<file path="src/rtl/ctrl_store_loader_if.sv">
// Byte stream and control-store write bus between the programming source and the loader.
//   in_data/in_valid : stream byte from the source, with its valid flag
//   in_ready         : loader can take the byte this cycle
//   wr_en            : one-cycle control store write strobe
//   wr_addr/wr_data  : control store write address and word
// Modports: master = programming source / store side, slave = loader.
interface ctrl_store_loader_if #(
  parameter int unsigned WORD_W = 35,
  parameter int unsigned ADDR_W = 12
);
  logic [7:0]        in_data;
  logic              in_valid;
  logic              in_ready;
  logic              wr_en;
  logic [ADDR_W-1:0] wr_addr;
  logic [WORD_W-1:0] wr_data;

  modport master (
    output in_data,
    output in_valid,
    input  in_ready,
    input  wr_en,
    input  wr_addr,
    input  wr_data
  );

  modport slave (
    input  in_data,
    input  in_valid,
    output in_ready,
    output wr_en,
    output wr_addr,
    output wr_data
  );
endinterface

</file>
<file path="src/rtl/ctrl_store_loader.sv">
// Microcode control store loader: decodes a byte command stream (SET_ADDR 0xA5, WRITE 0x5A,
// END 0x3C), packs 5 bytes little-endian into 35-bit words and writes them into the store.
// Ports:
//   clk, rst_n : clock, synchronous active-low reset
//   bus        : stream input and control store write bus (slave modport)
//   cpu_hold   : holds the sequencer until END is accepted
//   busy       : loader is outside IDLE
//   err        : sticky protocol error
// Optional: define CTRL_LOADER_CHECKSUM_EN to require an XOR checksum byte after each WRITE.
module ctrl_store_loader #(
  parameter int unsigned WORD_W = 35,
  parameter int unsigned ADDR_W = 12
) (
  input  logic                 clk,
  input  logic                 rst_n,
  ctrl_store_loader_if.slave   bus,
  output logic                 cpu_hold,
  output logic                 busy,
  output logic                 err
);

  typedef enum logic [2:0] {
    StIdle,
    StAddrH,
    StAddrL,
    StCount,
    StData,
    StWrite
`ifdef CTRL_LOADER_CHECKSUM_EN
    , StChk
`endif
  } state_e;

  state_e            state_q, state_d;
  logic [ADDR_W-1:0] addr_q, addr_d;
  logic [2:0]        idx_q, idx_d;
  logic [8:0]        cnt_q, cnt_d;    // words left in this command, 1..256
  logic [31:0]       word_q, word_d;  // bytes 0..3 of the word being assembled
  logic [3:0]        hi_q, hi_d;
  logic              wr_en_q, wr_en_d;
  logic [ADDR_W-1:0] wr_addr_q, wr_addr_d;
  logic [WORD_W-1:0] wr_data_q, wr_data_d;
  logic              hold_q, hold_d;
  logic              err_q, err_d;
`ifdef CTRL_LOADER_CHECKSUM_EN
  logic [7:0]        csum_q, csum_d;
`endif
  logic              xfer;

  assign xfer         = bus.in_valid && bus.in_ready;
  assign bus.in_ready = (state_q != StWrite);
  assign bus.wr_en    = wr_en_q;
  assign bus.wr_addr  = wr_addr_q;
  assign bus.wr_data  = wr_data_q;
  assign cpu_hold     = hold_q;
  assign busy         = (state_q != StIdle);
  assign err          = err_q;

  always_comb begin
    state_d   = state_q;
    addr_d    = addr_q;
    idx_d     = idx_q;
    cnt_d     = cnt_q;
    word_d    = word_q;
    hi_d      = hi_q;
    wr_en_d   = 1'b0;
    wr_addr_d = wr_addr_q;
    wr_data_d = wr_data_q;
    hold_d    = hold_q;
    err_d     = err_q;
`ifdef CTRL_LOADER_CHECKSUM_EN
    csum_d    = csum_q;
`endif
    unique case (state_q)
      StIdle: begin
        if (xfer) begin
          case (bus.in_data)
            8'hA5: begin
              state_d = StAddrH;
              hold_d  = 1'b1;
            end
            8'h5A: begin
              state_d = StCount;
              hold_d  = 1'b1;
            end
            8'h3C:   hold_d = 1'b0;
            default: err_d  = 1'b1;
          endcase
        end
      end
      StAddrH: begin
        if (xfer) begin
          if (bus.in_data[7:4] != 4'd0) begin
            err_d   = 1'b1;
            state_d = StIdle;
          end else begin
            hi_d    = bus.in_data[3:0];
            state_d = StAddrL;
          end
        end
      end
      StAddrL: begin
        if (xfer) begin
          addr_d  = {hi_q, bus.in_data};
          state_d = StIdle;
        end
      end
      StCount: begin
        if (xfer) begin
          cnt_d   = (bus.in_data == 8'd0) ? 9'd256 : {1'b0, bus.in_data};
          idx_d   = 3'd0;
          state_d = StData;
`ifdef CTRL_LOADER_CHECKSUM_EN
          csum_d  = 8'd0;
`endif
        end
      end
      StData: begin
        if (xfer) begin
`ifdef CTRL_LOADER_CHECKSUM_EN
          csum_d = csum_q ^ bus.in_data;
`endif
          if (idx_q == 3'd4) begin
            // Output registers load here so wr_en appears the cycle after byte 4.
            wr_en_d   = 1'b1;
            wr_addr_d = addr_q;
            wr_data_d = {bus.in_data[2:0], word_q};
            idx_d     = 3'd0;
            state_d   = StWrite;
          end else begin
            case (idx_q[1:0])
              2'd0:    word_d[7:0]   = bus.in_data;
              2'd1:    word_d[15:8]  = bus.in_data;
              2'd2:    word_d[23:16] = bus.in_data;
              default: word_d[31:24] = bus.in_data;
            endcase
            idx_d = idx_q + 3'd1;
          end
        end
      end
      StWrite: begin
        addr_d = addr_q + ADDR_W'(1);
        cnt_d  = cnt_q - 9'd1;
        if (cnt_q == 9'd1) begin
`ifdef CTRL_LOADER_CHECKSUM_EN
          state_d = StChk;
`else
          state_d = StIdle;
`endif
        end else begin
          state_d = StData;
        end
      end
`ifdef CTRL_LOADER_CHECKSUM_EN
      StChk: begin
        if (xfer) begin
          if (bus.in_data != csum_q) err_d = 1'b1;
          state_d = StIdle;
        end
      end
`endif
      default: state_d = StIdle;
    endcase
  end

  always_ff @(posedge clk) begin
    if (!rst_n) begin
      state_q   <= StIdle;
      addr_q    <= '0;
      idx_q     <= 3'd0;
      cnt_q     <= 9'd0;
      word_q    <= 32'd0;
      hi_q      <= 4'd0;
      wr_en_q   <= 1'b0;
      wr_addr_q <= '0;
      wr_data_q <= '0;
      hold_q    <= 1'b1;
      err_q     <= 1'b0;
`ifdef CTRL_LOADER_CHECKSUM_EN
      csum_q    <= 8'd0;
`endif
    end else begin
      state_q   <= state_d;
      addr_q    <= addr_d;
      idx_q     <= idx_d;
      cnt_q     <= cnt_d;
      word_q    <= word_d;
      hi_q      <= hi_d;
      wr_en_q   <= wr_en_d;
      wr_addr_q <= wr_addr_d;
      wr_data_q <= wr_data_d;
      hold_q    <= hold_d;
      err_q     <= err_d;
`ifdef CTRL_LOADER_CHECKSUM_EN
      csum_q    <= csum_d;
`endif
    end
  end

endmodule

</file>
<file path="src/flat_wrapper.sv">
// flat-port wrapper written by rule: the top's interface ports become plain ports
module ctrl_store_loader_flat 
#(
  parameter int unsigned WORD_W = 35,
  parameter int unsigned ADDR_W = 12
)
  (clk, rst_n, cpu_hold, busy, err, bus_in_data, bus_in_valid, bus_in_ready, bus_wr_en, bus_wr_addr, bus_wr_data);
  ctrl_store_loader_if #(.WORD_W(WORD_W), .ADDR_W(ADDR_W)) bus_i ();
  input  logic clk;
  input  logic rst_n;
  output logic cpu_hold;
  output logic busy;
  output logic err;
  input wire logic [$bits(bus_i.in_data)-1:0] bus_in_data;
  input wire logic [$bits(bus_i.in_valid)-1:0] bus_in_valid;
  output wire logic [$bits(bus_i.in_ready)-1:0] bus_in_ready;
  output wire logic [$bits(bus_i.wr_en)-1:0] bus_wr_en;
  output wire logic [$bits(bus_i.wr_addr)-1:0] bus_wr_addr;
  output wire logic [$bits(bus_i.wr_data)-1:0] bus_wr_data;
  assign bus_i.in_data = bus_in_data;
  assign bus_i.in_valid = bus_in_valid;
  assign bus_in_ready = bus_i.in_ready;
  assign bus_wr_en = bus_i.wr_en;
  assign bus_wr_addr = bus_i.wr_addr;
  assign bus_wr_data = bus_i.wr_data;
  ctrl_store_loader #(.WORD_W(WORD_W), .ADDR_W(ADDR_W)) u_core (.clk(clk), .rst_n(rst_n), .bus(bus_i), .cpu_hold(cpu_hold), .busy(busy), .err(err));
endmodule
</file>
<file path="config.mk">
export PLATFORM = sky130hd
export DESIGN_NAME = ctrl_store_loader_flat
export DESIGN_NICKNAME = d
export VERILOG_FILES = /design/src/rtl/ctrl_store_loader_if.sv /design/src/rtl/ctrl_store_loader.sv /design/src/flat_wrapper.sv
export SDC_FILE = /design/constraint.sdc
export NUM_CORES = 1
export LEC_CHECK = 0
export BUFFER_PORTS_ARGS = -buffer_cell sky130_fd_sc_hd__buf_2
export CAP_MARGIN = 15
export CORE_MARGIN = 4
export CORE_UTILIZATION = 55
export DETAILED_ROUTE_END_ITERATION = 16
export PLACE_DENSITY_LB_ADDON = 0.2
export SETUP_SLACK_MARGIN = 0.05
export SLEW_MARGIN = 20
export SYNTH_ARGS = -nofsm -noshare
export SYNTH_HDL_FRONTEND = slang
export SYNTH_SLANG_ARGS = --single-unit
</file>
<file path="constraint.sdc">
create_clock -name clk -period 2 [get_ports clk]
set_input_delay 0.2 -clock clk [delete_from_list [all_inputs] [get_ports clk]]
set_output_delay 0.2 -clock clk [all_outputs]
set_load 0.05 [all_outputs]
</file>
==> results.sh <==
export IMPL_io_pins=63
export IMPL_pwr_share_clk=0.552
export IMPL_portBuffers=62
export IMPL_postPlaceCellArea_um2=5310
export IMPL_fin_tns_setup_ps=0
export IMPL_path_delay_family="simple AND/OR/NAND/NOR gates"
export IMPL_cts_sink_count=113
export IMPL_sw_frac_of_total=0.206
export IMPL_die_area_um2=10700
export IMPL_wl_per_cell_um=15.2
export IMPL_grt_pass1_wl_um=19300
export IMPL_synthFlopType="dfxtp_1"
export IMPL_cts_tree="done"
export IMPL_grt_max_degree=51
export IMPL_fmax_mhz=525
export IMPL_syn_area_per_cell_um2=8.46
export IMPL_end_kind="output port"
export IMPL_yosys_top_cells_count="147 x nand2_1, 113 x dfxtp_1, 49 x a21boi_0"
export IMPL_drt_total_wl_um=11600
export IMPL_root_buffer="clkbuf_8"
export IMPL_yosysTopAreaCell="dfxtp_1"
export IMPL_post_cts_buffers=0
export IMPL_synth_area_um2=5000
export IMPL_rows=34
export IMPL_die_y_um=103
export IMPL_synth_nets=610
export IMPL_core_area_um2=8810
export IMPL_rsz0062_at_grt="true"
export IMPL_finClkSkew_ps=12.0
export IMPL_syn_to_final_growth_pct=17.9
export IMPL_cp_start_kind="flop"
export IMPL_grt_overflow=0
export IMPL_design_area_um2=5900
export IMPL_initial_core_util=0.568
export IMPL_syn_inst=591
export IMPL_synth_edf_count=0
export IMPL_critical_path_max_stage_delay_ps=420
export IMPL_cp_max_fo=10
export IMPL_gp_congestion=0.849
export IMPL_min_period_ps=1910
export IMPL_critical_path_class="reg -> out"
export IMPL_h_tree_depth=4
export IMPL_slowest_stage="or3_1"
export IMPL_status="finished clean"
export IMPL_hold_path_class="in -> reg"
export IMPL_hold_viol_final=0
export IMPL_grt_total_usage=0.231
export IMPL_seq_area_frac_synth=0.452
export IMPL_synthArstFlopShare=0
export IMPL_ir_drop_uv=571
export IMPL_ys_types=55
export IMPL_cts_path_max_buffers=2
export IMPL_final_antenna_net_count=0
export IMPL_clkTransAtPathRegs_ps=50
export IMPL_fin_nets=659
export IMPL_drc=0
export IMPL_antennaDiodeCount=0
export IMPL_slew_headroom=0.612
export IMPL_leakage_nw=2.29
export IMPL_worstPathCellList="buf_4 -> or3_1 -> buf_4"
export IMPL_clkLatencyLatePin_ps=510
export IMPL_die_x_um=103
export IMPL_grt_pass1_vias=4065
export IMPL_layout_drive_gt1_share=0.181
export IMPL_drt_iter0_drc=151
export IMPL_synth_top_area_share=0.452
export IMPL_min_period_over_period=0.953
export IMPL_vias=4311
export IMPL_ctsHoldBuffers=0
export IMPL_pwr_share_seq=0.422
export IMPL_antenna_found_initial=0
export IMPL_yosys_register_bits=113
export IMPL_p_int_mw=4.25
export IMPL_critPathRequiredTime_ps=1800
export IMPL_pwr_share_comb=0.026
export IMPL_arrival_ps=1710
export IMPL_viasPerCell=5.67
export IMPL_synth_area_leaders="dfxtp_1 45%, nand2_1 11%, a21boi_0 7.4%"
export IMPL_tightest_slew_ps=580
export IMPL_synth_most_common_cell="nand2_1"
export IMPL_setup_viol=0
export IMPL_numCtsBuffers=17
export IMPL_drv_cap=0
export IMPL_drt_pass1_iter_count=5
export IMPL_crit_buf_inv=2
export IMPL_p_sw_mw=1.10
export IMPL_powerDensity_nw_per_um2=908
export IMPL_dpl_hpwl_um=7470
export IMPL_finalMaxSlewViolations=0
export IMPL_crit_top_cell="buf_4"
export IMPL_synth_warning_count=0
-- cell families (layout without fill, tap and decap cells) --
group	count (synthesis)	after routing	share of synthesized area
simple gates	268	268	0.249
compound gates	139	139	0.201
flops	113	113	0.452
buf+inv	53	114	0.0580
mux	10	10	0.0200
fa+ha+maj	8	8	0.0200
-- worst register-to-register path: stages (launching register included) --
cell and delay [ps]:
dfxtp_1 460, and4bb_2 360, buf_4 190, and3_4 210, buf_4 250, nand2_1 100, a21boi_0 160
-- power groups by stage --
stage                     logic (mW)  registers, mW  clock network [mW]
after floorplan               0.0824           2.31                   0
after global placement         0.133           2.30                   0
after detailed placement       0.134           2.30                   0
after CTS                      0.136           2.26                2.99
after global routing           0.146           2.26                3.11
final                          0.139           2.26                2.96
-- registers in the layout, indices dropped and copies added (netlist names) --
signal,count
u_core.cnt_q,9
u_core.bus.wr_data,35
u_core.word_q,32
u_core.bus.wr_addr,12
u_core.idx_q,3
u_core.bus.wr_en,1
u_core.cpu_hold,1
u_core.state_q,3
u_core.hi_q,4
u_core.addr_q,12
u_core.err,1
-- final cells by class --
class                   instances  area, µm²
inverters                       6       22.5
multi-input cells             425       2450
flip-flops and latches        113       2260
well taps                     108        135
clock inverters                10        134
repair buffers                 77        440
fillers                       744       2910
clock buffers                  21        449
-- layout by cell type (no fill, tap or decap), types with 3 or more instances in the layout --
cell type,n
bufinv_16,3
buf_2,60
dfxtp_1,112
a21oi_1,12
a21boi_1,32
buf_4,16
o21ai_0,17
nor2b_1,16
ha_1,8
a21boi_0,49
clkbuf_16,16
clkinv_2,4
nand4_1,3
a311oi_1,7
nand3_1,41
nand2_1,147
inv_1,5
a221oi_1,3
clkbuf_8,3
nor2_1,19
nor4_1,5
nor3_1,11
mux2i_1,10
-- timing repair --
action,4_1_cts,5_1_grt
gates resized for setup,2,4
cloned,0,0
pin swaps,0,0
endpoints found under the setup margin,1,17
-- per-layer routing --
metal	wire, µm	global-route usage	vias up
li1	-	-	2134
met1	5130	0.284	2044
met2	5720	0.390	120
met3	596	0.0516	13
met4	126	0.0956	0
met5	0	0	-
-- stage by stage --
step	total power [mW]	instances	setup slack [ps]	utilization	hold slack, ps
after CTS	5.38	760	79.4	0.669	74.4
after floorplan	2.39	591	317	-	395
after detailed placement	2.44	729	181	0.602	442
final	5.35	760	95.0	0.670	86.2
after global placement	2.44	729	255	0.602	439
after global routing	5.51	760	22.1	0.670	83.9
-- path summary, 6_finish.rpt --
check,start,end,slack (ps),depth (start not counted)
max,u_core.state_q[0],busy,90,3
max reg2reg,u_core.state_q[2],u_core.bus.wr_data[25],200,6
min reg2reg,u_core.bus.wr_data[32],u_core.bus.wr_data[32],450,2
min,bus_in_data[0],u_core.bus.wr_data[32],90,3
Note: power is estimated with default switching activity, not from simulation.
